[config.mk]
export PLATFORM = sky130hd
export DESIGN_NAME = aes_trace_sequencer
export DESIGN_NICKNAME = d
export VERILOG_FILES = /design/src/rtl/aes_trace_pkg.sv /design/src/rtl/aes_lfsr128.sv /design/src/rtl/aes_trace_sequencer.sv
export SDC_FILE = /design/constraint.sdc
export NUM_CORES = 1
export LEC_CHECK = 0
export CAP_MARGIN = 20
export CORE_AREA = 2 2 302 304
export CTS_BUF_LIST = sky130_fd_sc_hd__clkbuf_4 sky130_fd_sc_hd__clkbuf_8
export DETAILED_ROUTE_END_ITERATION = 16
export DIE_AREA = 0 0 304 306
export GPL_TIMING_DRIVEN = 0
export MAX_ROUTING_LAYER = met4
export SYNTH_ARGS = -nofsm -noshare
export SYNTH_HDL_FRONTEND = slang
export SYNTH_SLANG_ARGS = --single-unit
[constraint.sdc]
create_clock -name AES_clk -period 33.6 [get_ports AES_clk]
set_input_delay 8.4 -clock AES_clk [delete_from_list [all_inputs] [get_ports AES_clk]]
set_output_delay 8.4 -clock AES_clk [all_outputs]
set_load 0.005 [all_outputs]
[src/rtl/aes_trace_pkg.sv]
// -----------------------------------------------------------------------------
// aes_trace_pkg
//
// Shared definitions for the AES trace-capture campaign sequencer:
//   - state_t     : campaign FSM states
//   - LFSR_TAPS   : feedback taps of the 128-bit Galois plaintext LFSR
//                   (polynomial x^128 + x^7 + x^2 + x + 1)
//   - lfsr_next() : one Galois step of that LFSR
// -----------------------------------------------------------------------------
package aes_trace_pkg;

    typedef enum logic [2:0] {
        ST_IDLE = 3'd0,
        ST_RUN  = 3'd1,
        ST_WAIT = 3'd2,
        ST_GAP  = 3'd3,
        ST_DONE = 3'd4
    } state_t;

    localparam logic [127:0] LFSR_TAPS = 128'h87;

    // Shift left by one; when the bit falling off the top was set, fold the
    // low-order polynomial terms back in.
    function automatic logic [127:0] lfsr_next(input logic [127:0] p);
        return {p[126:0], 1'b0} ^ (p[127] ? LFSR_TAPS : 128'h0);
    endfunction

endpackage

[src/rtl/aes_lfsr128.sv]
// -----------------------------------------------------------------------------
// aes_lfsr128
//
// Plaintext register for the campaign sequencer. Holds the plaintext that is
// presented to the AES core and steps it through the Galois LFSR sequence.
//
// Ports:
//   clk      in   1   rising-edge clock
//   rst      in   1   asynchronous active-high reset (clears value to 0)
//   load     in   1   load load_val (takes priority over advance)
//   load_val in 128  value to load
//   advance  in   1   step the LFSR once
//   fixed    in   1   hold value even when advance is asserted (fixed mode)
//   value    out 128  current plaintext
// -----------------------------------------------------------------------------
module aes_lfsr128
    import aes_trace_pkg::*;
(
    input  logic         clk,
    input  logic         rst,
    input  logic         load,
    input  logic [127:0] load_val,
    input  logic         advance,
    input  logic         fixed,
    output logic [127:0] value
);

    always_ff @(posedge clk or posedge rst) begin
        if (rst) begin
            value <= 128'h0;
        end else if (load) begin
            value <= load_val;
        end else if (advance && !fixed) begin
            value <= lfsr_next(value);
        end
    end

endmodule

[src/rtl/aes_trace_sequencer.sv]
// -----------------------------------------------------------------------------
// aes_trace_sequencer
//
// Drives an AES core through a campaign of NUM_VEC encryptions under one key
// for power-trace capture and self-test. Each vector: hold aes_en (and the
// scope trigger) for EN_HOLD cycles, optionally wait up to TIMEOUT cycles for
// the ciphertext, then idle for GAP_CYCLES cycles.
//
// Handshake semantics (single definition for all interfaces of this block):
//   - start is a level sampled only in IDLE; it is ignored while busy.
//   - aes_en is a level request to the core; aes_data/aes_key are stable
//     throughout RUN and WAIT. The core answers with aes_out_valid, which the
//     sequencer accepts without backpressure; only the first valid of a vector
//     seen in RUN or WAIT is taken, all others are dropped.
//   - res_valid is a one-cycle pulse with no ready; res_data/res_idx hold
//     until the next capture.
//
// Parameters:
//   NUM_VEC    vectors per campaign (>=1)
//   EN_HOLD    cycles aes_en stays high per vector (>=1)
//   GAP_CYCLES idle cycles between vectors (>=1)
//   TIMEOUT    cycles after the hold window to wait for aes_out_valid (>=1)
//
// Ports:
//   AES_clk, AES_rst      clock, asynchronous active-high reset
//   start, mode           campaign start; 0 fixed / 1 LFSR plaintext
//   key_in, seed_in       key and first plaintext / seed, latched at start
//   aes_en, aes_data,     core enable, plaintext and key
//   aes_key
//   aes_out_valid,        core ciphertext and its valid
//   aes_out
//   trig                  scope trigger (same as aes_en)
//   busy, done            not-IDLE flag; end-of-campaign pulse
//   res_valid, res_data,  captured ciphertext pulse, value and vector index
//   res_idx
//   timeout_err           sticky: a vector saw no valid in time
// -----------------------------------------------------------------------------
module aes_trace_sequencer
    import aes_trace_pkg::*;
#(
    parameter int  NUM_VEC    = 4,
    parameter int  EN_HOLD    = 51,
    parameter int  GAP_CYCLES = 16,
    parameter int  TIMEOUT    = 64,
    localparam int IDX_W      = (NUM_VEC > 1) ? $clog2(NUM_VEC) : 1
) (
    input  logic             AES_clk,
    input  logic             AES_rst,
    input  logic             start,
    input  logic             mode,
    input  logic [127:0]     key_in,
    input  logic [127:0]     seed_in,
    output logic             aes_en,
    output logic [127:0]     aes_data,
    output logic [127:0]     aes_key,
    input  logic             aes_out_valid,
    input  logic [127:0]     aes_out,
    output logic             trig,
    output logic             busy,
    output logic             done,
    output logic             res_valid,
    output logic [127:0]     res_data,
    output logic [IDX_W-1:0] res_idx,
    output logic             timeout_err
);

    localparam int HOLD_W = (EN_HOLD    > 1) ? $clog2(EN_HOLD)    : 1;
    localparam int GAP_W  = (GAP_CYCLES > 1) ? $clog2(GAP_CYCLES) : 1;
    localparam int TO_W   = (TIMEOUT    > 1) ? $clog2(TIMEOUT)    : 1;

    localparam logic [HOLD_W-1:0] HOLD_LAST = HOLD_W'(EN_HOLD - 1);
    localparam logic [GAP_W-1:0]  GAP_LAST  = GAP_W'(GAP_CYCLES - 1);
    localparam logic [TO_W-1:0]   TO_LAST   = TO_W'(TIMEOUT - 1);
    localparam logic [IDX_W-1:0]  IDX_LAST  = IDX_W'(NUM_VEC - 1);

    state_t             state;
    state_t             state_nxt;

    logic [HOLD_W-1:0]  hold_cnt;
    logic [GAP_W-1:0]   gap_cnt;
    logic [TO_W-1:0]    to_cnt;
    logic [IDX_W-1:0]   idx;
    logic               got;
    logic               mode_q;

    logic               load;
    logic               advance;
    logic               capture;
    logic               timeout_set;
    logic               hold_last;
    logic               gap_last;
    logic               to_last;
    logic [127:0]       load_val;

    // Plaintext register
    // A zero seed would lock the LFSR at zero, so random mode starts from 1.
    assign load_val = (mode && (seed_in == 128'h0)) ? 128'h1 : seed_in;

    aes_lfsr128 u_lfsr (
        .clk      (AES_clk),
        .rst      (AES_rst),
        .load     (load),
        .load_val (load_val),
        .advance  (advance),
        .fixed    (!mode_q),
        .value    (aes_data)
    );

    // Decodes
    assign hold_last = (hold_cnt == HOLD_LAST);
    assign gap_last  = (gap_cnt  == GAP_LAST);
    assign to_last   = (to_cnt   == TO_LAST);

    // First valid of the vector while the core is being driven or awaited.
    assign capture = aes_out_valid && !got &&
                     ((state == ST_RUN) || (state == ST_WAIT));

    // A valid on the final WAIT cycle wins over the timeout.
    assign timeout_set = (state == ST_WAIT) && to_last && !aes_out_valid;

    // Outputs decoded straight from state so that an asynchronous reset
    // drops them immediately.
    assign aes_en = (state == ST_RUN);
    assign trig   = aes_en;
    assign busy   = (state != ST_IDLE);
    assign done   = (state == ST_DONE);

    // FSM: state register
    always_ff @(posedge AES_clk or posedge AES_rst) begin
        if (AES_rst) begin
            state <= ST_IDLE;
        end else begin
            state <= state_nxt;
        end
    end

    // FSM: next state and strobes
    always_comb begin
        state_nxt = state;
        load      = 1'b0;
        advance   = 1'b0;
        case (state)
            ST_IDLE: begin
                if (start) begin
                    load      = 1'b1;
                    state_nxt = ST_RUN;
                end
            end
            ST_RUN: begin
                // A capture on the last hold cycle also skips WAIT.
                if (hold_last) begin
                    state_nxt = (got || capture) ? ST_GAP : ST_WAIT;
                end
            end
            ST_WAIT: begin
                if (capture || to_last) begin
                    state_nxt = ST_GAP;
                end
            end
            ST_GAP: begin
                if (gap_last) begin
                    if (idx == IDX_LAST) begin
                        state_nxt = ST_DONE;
                    end else begin
                        advance   = 1'b1;
                        state_nxt = ST_RUN;
                    end
                end
            end
            ST_DONE: begin
                state_nxt = ST_IDLE;
            end
            default: begin
                state_nxt = ST_IDLE;
            end
        endcase
    end

    // Per-phase cycle counters; each runs only in its own state and is
    // cleared on the cycle it expires or whenever its state is left.
    always_ff @(posedge AES_clk or posedge AES_rst) begin
        if (AES_rst) begin
            hold_cnt <= '0;
            gap_cnt  <= '0;
            to_cnt   <= '0;
        end else begin
            if ((state == ST_RUN) && !hold_last) begin
                hold_cnt <= hold_cnt + 1'b1;
            end else begin
                hold_cnt <= '0;
            end

            if ((state == ST_GAP) && !gap_last) begin
                gap_cnt <= gap_cnt + 1'b1;
            end else begin
                gap_cnt <= '0;
            end

            if ((state == ST_WAIT) && !to_last && !capture) begin
                to_cnt <= to_cnt + 1'b1;
            end else begin
                to_cnt <= '0;
            end
        end
    end

    // Campaign context, capture and error registers
    always_ff @(posedge AES_clk or posedge AES_rst) begin
        if (AES_rst) begin
            idx         <= '0;
            got         <= 1'b0;
            mode_q      <= 1'b0;
            aes_key     <= 128'h0;
            timeout_err <= 1'b0;
            res_valid   <= 1'b0;
            res_data    <= 128'h0;
            res_idx     <= '0;
        end else begin
            res_valid <= capture;

            if (load) begin
                idx         <= '0;
                got         <= 1'b0;
                mode_q      <= mode;
                aes_key     <= key_in;
                timeout_err <= 1'b0;
            end else begin
                if (advance) begin
                    idx <= idx + 1'b1;
                    got <= 1'b0;
                end else if (capture) begin
                    got <= 1'b1;
                end
                if (timeout_set) begin
                    timeout_err <= 1'b1;
                end
            end

            if (capture) begin
                res_data <= aes_out;
                res_idx  <= idx;
            end
        end
    end

endmodule

==> results of run 1 <==
-- metal layers --
metal / wire length, um / vias to the layer above / track usage, %
met5: 0 / - / -
met4: 1800 / 0 / 5.44
met3: 5450 / 95 / 5.01
met2: 32900 / 610 / 23.9
met1: 29100 / 7115 / 17.8
li1: - / 6889 / -
-- state kept, by name (all words and copies together), names as in the netlist, 2 cells and up --
name,count
state,3
u_lfsr.value,128
aes_key,128
res_data,128
gap_cnt,4
res_idx,2
idx,2
to_cnt,6
hold_cnt,6
-- final timing paths --
kind / from / to / slack (ns) / cells after the start
max in group asynchronous: AES_rst / to_cnt[5] / 23.80 / 4
worst max-delay path: state[2] / aes_en / 22.98 / 5
worst max register to register: gap_cnt[0] / u_lfsr.value[115] / 30.48 / 8
min in group asynchronous: AES_rst / res_data[33] / 8.15 / 2
worst min-delay path: to_cnt[0] / to_cnt[0] / 0.46 / 1
worst min register to register: to_cnt[0] / to_cnt[0] / 0.46 / 1
-- power by group through the flow --
| stage | registers, mW | clock network [mW] | logic, mW |
|---|---|---|---|
| floorplan | 0.862 | 0 | 0.320 |
| global placement | 0.859 | 0 | 0.955 |
| detailed placement | 0.864 | 0 | 0.963 |
| CTS | 0.859 | 0.536 | 0.967 |
| global route | 0.888 | 0.559 | 1.03 |
| finish | 0.859 | 0.518 | 0.952 |
-- cell type report --
class                           instances  area [um^2]
Antenna cell                            6         15.0
Buffer                                 91          504
Clock buffer                          114         1430
Clock inverter                         14          156
Fill cell                            9286        61700
Inverter                                6         30.0
Multi-Input combinational cell       1036         6130
Sequential cell                       411        10300
Tap cell                             1176         1470
Timing Repair Buffer                  784         7910
-- critical path: stages (launching register included) --
cell,delay [ns]
dfrtp_1,0.35
clkbuf_1,0.18
nor2_1,0.12
nand2_1,0.10
inv_1,0.13
clkdlybuf4s50_1,0.64
-- metrics by stage --
step                worst slack (ns)  cell area, um^2  hold slack, ns  power, mW  cells
floorplan                      13.76            16900           0.431       1.18   1544
global placement                7.48            26200           0.450       1.81   3500
detailed placement             22.06            26300           0.459       1.83   3504
CTS                            22.82            27900           0.466       2.36   3632
global route                   22.61            27900           0.484       2.48   3638
finish                         22.98            27900           0.462       2.33   3638
-- cells by family after synthesis --
group | share of synthesized area, %
AO/OA/AOI/OAI | 4.22
XOR/XNOR | 0.776
adder cells (fa/ha/maj) | 0.369
buffers and inverters | 3.11
flip-flops | 60.7
multiplexers | 16.1
AND/OR/NAND/NOR | 14.7
-- cells in the final DEF (no fill, tap or decap), drive strengths merged, types with 7 or more instances in the layout --
master,n
clkbuf,164
buf,45
nand4,7
dfrtp,411
clkinv,8
nor4,31
nand3,7
inv,11
mux2,130
nor2,30
clkdlybuf4s50,780
o21ai,129
mux2i,126
nand2,526
xnor2,10
==> run_results.csv, run 1 <==
group,metric,value,unit
clocking,cts_resized,0,
clocking,cts_sinks,411,
synthesis,syn_area,0.0169,mm^2
place,port_buffers,780,
global_routing,grt_usage,15.0,%
critical_path,worstPathRequired,25.20,ns
synthesis,async_reset_ff_share,100,%
synthesis,syn-instance-count,1544,
synthesis,ys_seq_elements,411,
layout,final_layout_size_suffix_gt1_share,12.3,%
power,irDropWorstVdd,0.0385,mV
flow_run,drv_cap,0,
synthesis,synth_warnings,0,
synthesis,syn_area_per_cell,11.0,um^2
synthesis,synth-edff-count,0,
die,ios,781,
layout,syn2layout_area_growth,64.9,%
clocking,cts_root_buffer,"clkbuf_8",
timing,min_period,10.62,ns
global_routing,grt_max_degree,116,
die,fp.dieArea,0.0930,mm^2
timing,tns,0,ns
detailed_routing,drt_iter0_markers,789,
timing,slew_violations,0,
synthesis,yosysTopAreaCell,"dfrtp_1",
global_routing,grt_pass1_vias,15400,
place,gp_congestion,0.843,
die,core,0.0896,mm^2
detailed_routing,ant_nets,0,
clocking,clockBufferDepth,3,
power,p_clk_share,22.2,%
power,cellPowerDensity,83.4,mW/mm^2
critical_path,critPathLaunchType,"flip-flop",
clocking,hold_buffers,0,
synthesis,synth_cell_types,38,
synthesis,yosysTopAreaCellShare,60.7,%
critical_path,critPathKind,"flip-flop to primary output",
timing,period_share,31.6,%
timing,fin_skew,0.0327,ns
clocking,htree_levels,3,
synthesis,synth_most_common_cell,"nand2_1",
hold_path,hold_path.class,"flip-flop to flip-flop",
power,cellLeakagePower,11.7,nW
power,power_switching,0.756,mW
global_routing,antenna_found_initial,13,
outcome,status,"finished clean",
synthesis,syn_nets,1938,
synthesis,synthTopCellsByArea,"dfrtp_1 (61%), nand2_1 (12%), mux2_2 (8.6%)",
detailed_routing,drtPass1Iterations,5,
detailed_routing,finalWirelength,69.3,mm
detailed_routing,via_per_inst,4.04,
place,dpl.hpwl,53.9,mm
power,switching_share,32.5,%
power,p_seq_share,36.9,%
clocking,clk_latency,0.71,ns
timing,setup_violations,0,
clocking,cts_tree,"done",
die,floorplan.initialDensity,18.9,%
global_routing,overflow,0,
detailed_routing,vias,14700,
timing,max_freq,94.1,MHz
critical_path,cp-end-kind,"primary output",
detailed_routing,drc,0,
power,p_int,1.57,mW
die,die_w,304,um
detailed_routing,routedWlPerCell,19.0,um
global_routing,grt_pass1_wl,102,mm
synthesis,synthFlopType,"dfrtp_1",
layout,layout.nets,2803,
layout,final_util,31.2,%
synthesis,yosysSeqAreaShare,60.7,%
die,rows,110,
timing,worst_pin_slew,1.03,ns
timing,relSlewSlack,31.0,%
clocking,numCtsBuffers,79,
clocking,cts_setup_buffers,0,
synthesis,synthTopCellsByCount,"nand2_1 (526), dfrtp_1 (411), mux2_2 (129)",
die,dieHeight,306,um
power,p_comb_share,40.9,%
timing,rsz0062_at_grt,"false",
timing,finalHoldViolCount,0,
critical_path,crit_fanout,9,
critical_path,critPathArrivalTime,2.22,ns
clocking,path_clk_slew,0.06,ns
Power figures use the tool's default switching activity.
==> run 2, diff against run 1 <==
CORE_AREA = 2 2 304 306   (was 2 2 302 304)
DIE_AREA = 0 0 306 308   (was 0 0 304 306)
clock period = 11 ns   (was 33.6 ns; I/O delays follow)
==> run_results.csv, run 2 (synthesized netlist as in run 1, its figures left out) <==
group,metric,value,unit
detailed_routing,vias,14800,
timing,fin_ws,5.79,ns
layout,final_layout_size_suffix_gt1_share,12.8,%
clocking,cts_tree,"done",
hold_path,hold_path.class,"flip-flop to flip-flop",
critical_path,critPathLaunchType,"primary input",
die,ios,781,
outcome,status,"finished clean",
critical_path,r2r_setup_slack,7.69,ns
layout,reg_top3,"aes_key x128, res_data x128, u_lfsr.value x128",
flow_run,drv_cap,0,
critical_path,worstPathRequired,11.58,ns
die,dieHeight,308,um
timing,min_period,5.21,ns
layout,multiInputGateArea,0.00613,mm^2
clocking,clk_latency,0.69,ns
layout,post-route-cell-area,0.0281,mm^2
timing,setup_violations,0,
layout,layout.nets,2809,
global_routing,antenna_found_initial,5,
layout,fillers,9388,
layout,register_area,0.0103,mm^2
timing,relSlewSlack,33.0,%
clocking,htree_levels,3,
critical_path,r2r_start,"gap_cnt[0]",
place,port_buffers,780,
detailed_routing,drc,0,
clocking,clockBufferDepth,3,
global_routing,grt_util_met1,17.3,%
detailed_routing,ant_nets,0,
timing,fin_skew,0.0274,ns
die,die_w,306,um
critical_path,critPathArrivalTime,5.79,ns
power,cellPowerDensity,254,mW/mm^2
clocking,numCtsBuffers,78,
layout,syn2layout_area_growth,65.8,%
hold_path,hp-start,"to_cnt[0]",
place,gp_congestion,0.842,
clocking,cts_root_buffer,"clkbuf_8",
detailed_routing,routedWlPerCell,18.9,um
detailed_routing,drt_iter0_markers,754,
hold_path,holdPathStages,1,
layout,layout_common_cells,"clkdlybuf4s50_1 (780), nand2_1 (526), dfrtp_1 (411)",
power,cellLeakagePower,11.7,nW
detailed_routing,drtPass1Iterations,5,
die,core,0.0910,mm^2
timing,slew_violations,0,
timing,worst_pin_slew,1.00,ns
critical_path,reg2reg_depth,9,
global_routing,grt_max_degree,39,
clocking,path_clk_slew,0.06,ns
global_routing,grt_pass1_vias,15100,
power,irDropWorstVdd,0.120,mV
critical_path,crit_fanout,10,
critical_path,crit_start,"start",
power,total_power,7.13,mW
place,placed_area,0.0265,mm^2
place,pre_cts_ws,5.03,ns
global_routing,use_met2,22.9,%
critical_path,cp-end-kind,"flip-flop",
detailed_routing,via_per_inst,4.03,
timing,period_share,47.3,%
global_routing,overflow,0,
die,rows,111,
clocking,cts_resized,0,
die,floorplan.initialDensity,18.6,%
timing,rsz0062_at_grt,"false",
timing,finalHoldViolCount,0,
clocking,cts_setup_buffers,0,
global_routing,grt_pass1_wl,99.7,mm
global_routing,gr-usage-met3,4.75,%
die,fp.dieArea,0.0942,mm^2
global_routing,top_usage_layer,"met2",
clocking,hold_buffers,0,
clocking,cts_sinks,411,
global_routing,grt_usage,14.6,%
layout,mostFrequentLayoutCell,"clkdlybuf4s50_1",
place,dpl.hpwl,55.0,mm
timing,max_freq,192,MHz
critical_path,critPathKind,"primary input to flip-flop",
detailed_routing,finalWirelength,69.2,mm
[run 2: cell types whose count changed in the layout (fill, tap and decap cells not counted), moves of 3 or more]
cell	previous run	this run
buf_16	3	0
clkinv_2	6	3
buf_12	0	11
clkbuf_8	92	89
clkinvlp_4	0	3
clkbuf_4	22	32
inv_8	3	0
[run 2: routing by layer]
| metal | wire [um] | vias up |
|---|---|---|
| li1 | - | 6931 |
| met1 | 28600 | 7096 |
| met2 | 32500 | 607 |
| met3 | 5660 | 126 |
| met4 | 2490 | 0 |
| met5 | 0 | - |
[run 2: final cells by class]
| cell class | count | area share (%) |
|---|---|---|
| inverters | 6 | 0.0936 |
| diodes | 8 | 0.0713 |
| multi-input cells | 1036 | 21.8 |
| well taps | 1186 | 5.28 |
| plain buffers | 91 | 1.80 |
| clock buffers | 121 | 5.22 |
| clock inverters | 12 | 0.521 |
| repair buffers | 791 | 28.6 |
| flip-flops and latches | 411 | 36.6 |
[run 2: final timing paths]
kind | endpoint
worst min-delay path | to_cnt[0]
worst max register to register | u_lfsr.value[96]
worst min register to register | to_cnt[0]
worst max-delay path | u_lfsr.value[96]
min in group asynchronous | aes_key[40]
max in group asynchronous | res_data[39]
[run 2: critical path, cell delays in order]
cell,delay [ns]
clkdlybuf4s50_1,0.46
inv_1,0.13
nor3_1,0.06
o21bai_1,0.79
buf_2,0.45
buf_2,0.42
clkbuf_1,0.53
nand2_1,0.10
o21ai_0,0.08
[run 2: metrics by stage]
stage / util (%) / cells / hold WS, ns / TNS [ns]
after detailed placement: 29.1 / 3521 / 0.449 / 0
after global placement: 28.8 / 3510 / 0.449 / -238.92
final: 30.9 / 3662 / 0.454 / 0
after CTS: 30.9 / 3654 / 0.457 / 0
after global routing: 30.9 / 3658 / 0.488 / 0
after floorplan: - / 1544 / 0.431 / 0
[run 2: report_power, final]
part / switching (mW) / internal, mW / total [mW] / leakage [nW]
Clock: 0.703 / 0.879 / 1.58 / 0.854
Combinational: 1.15 / 1.75 / 2.90 / 5.70
Sequential: 0.451 / 2.19 / 2.64 / 5.18
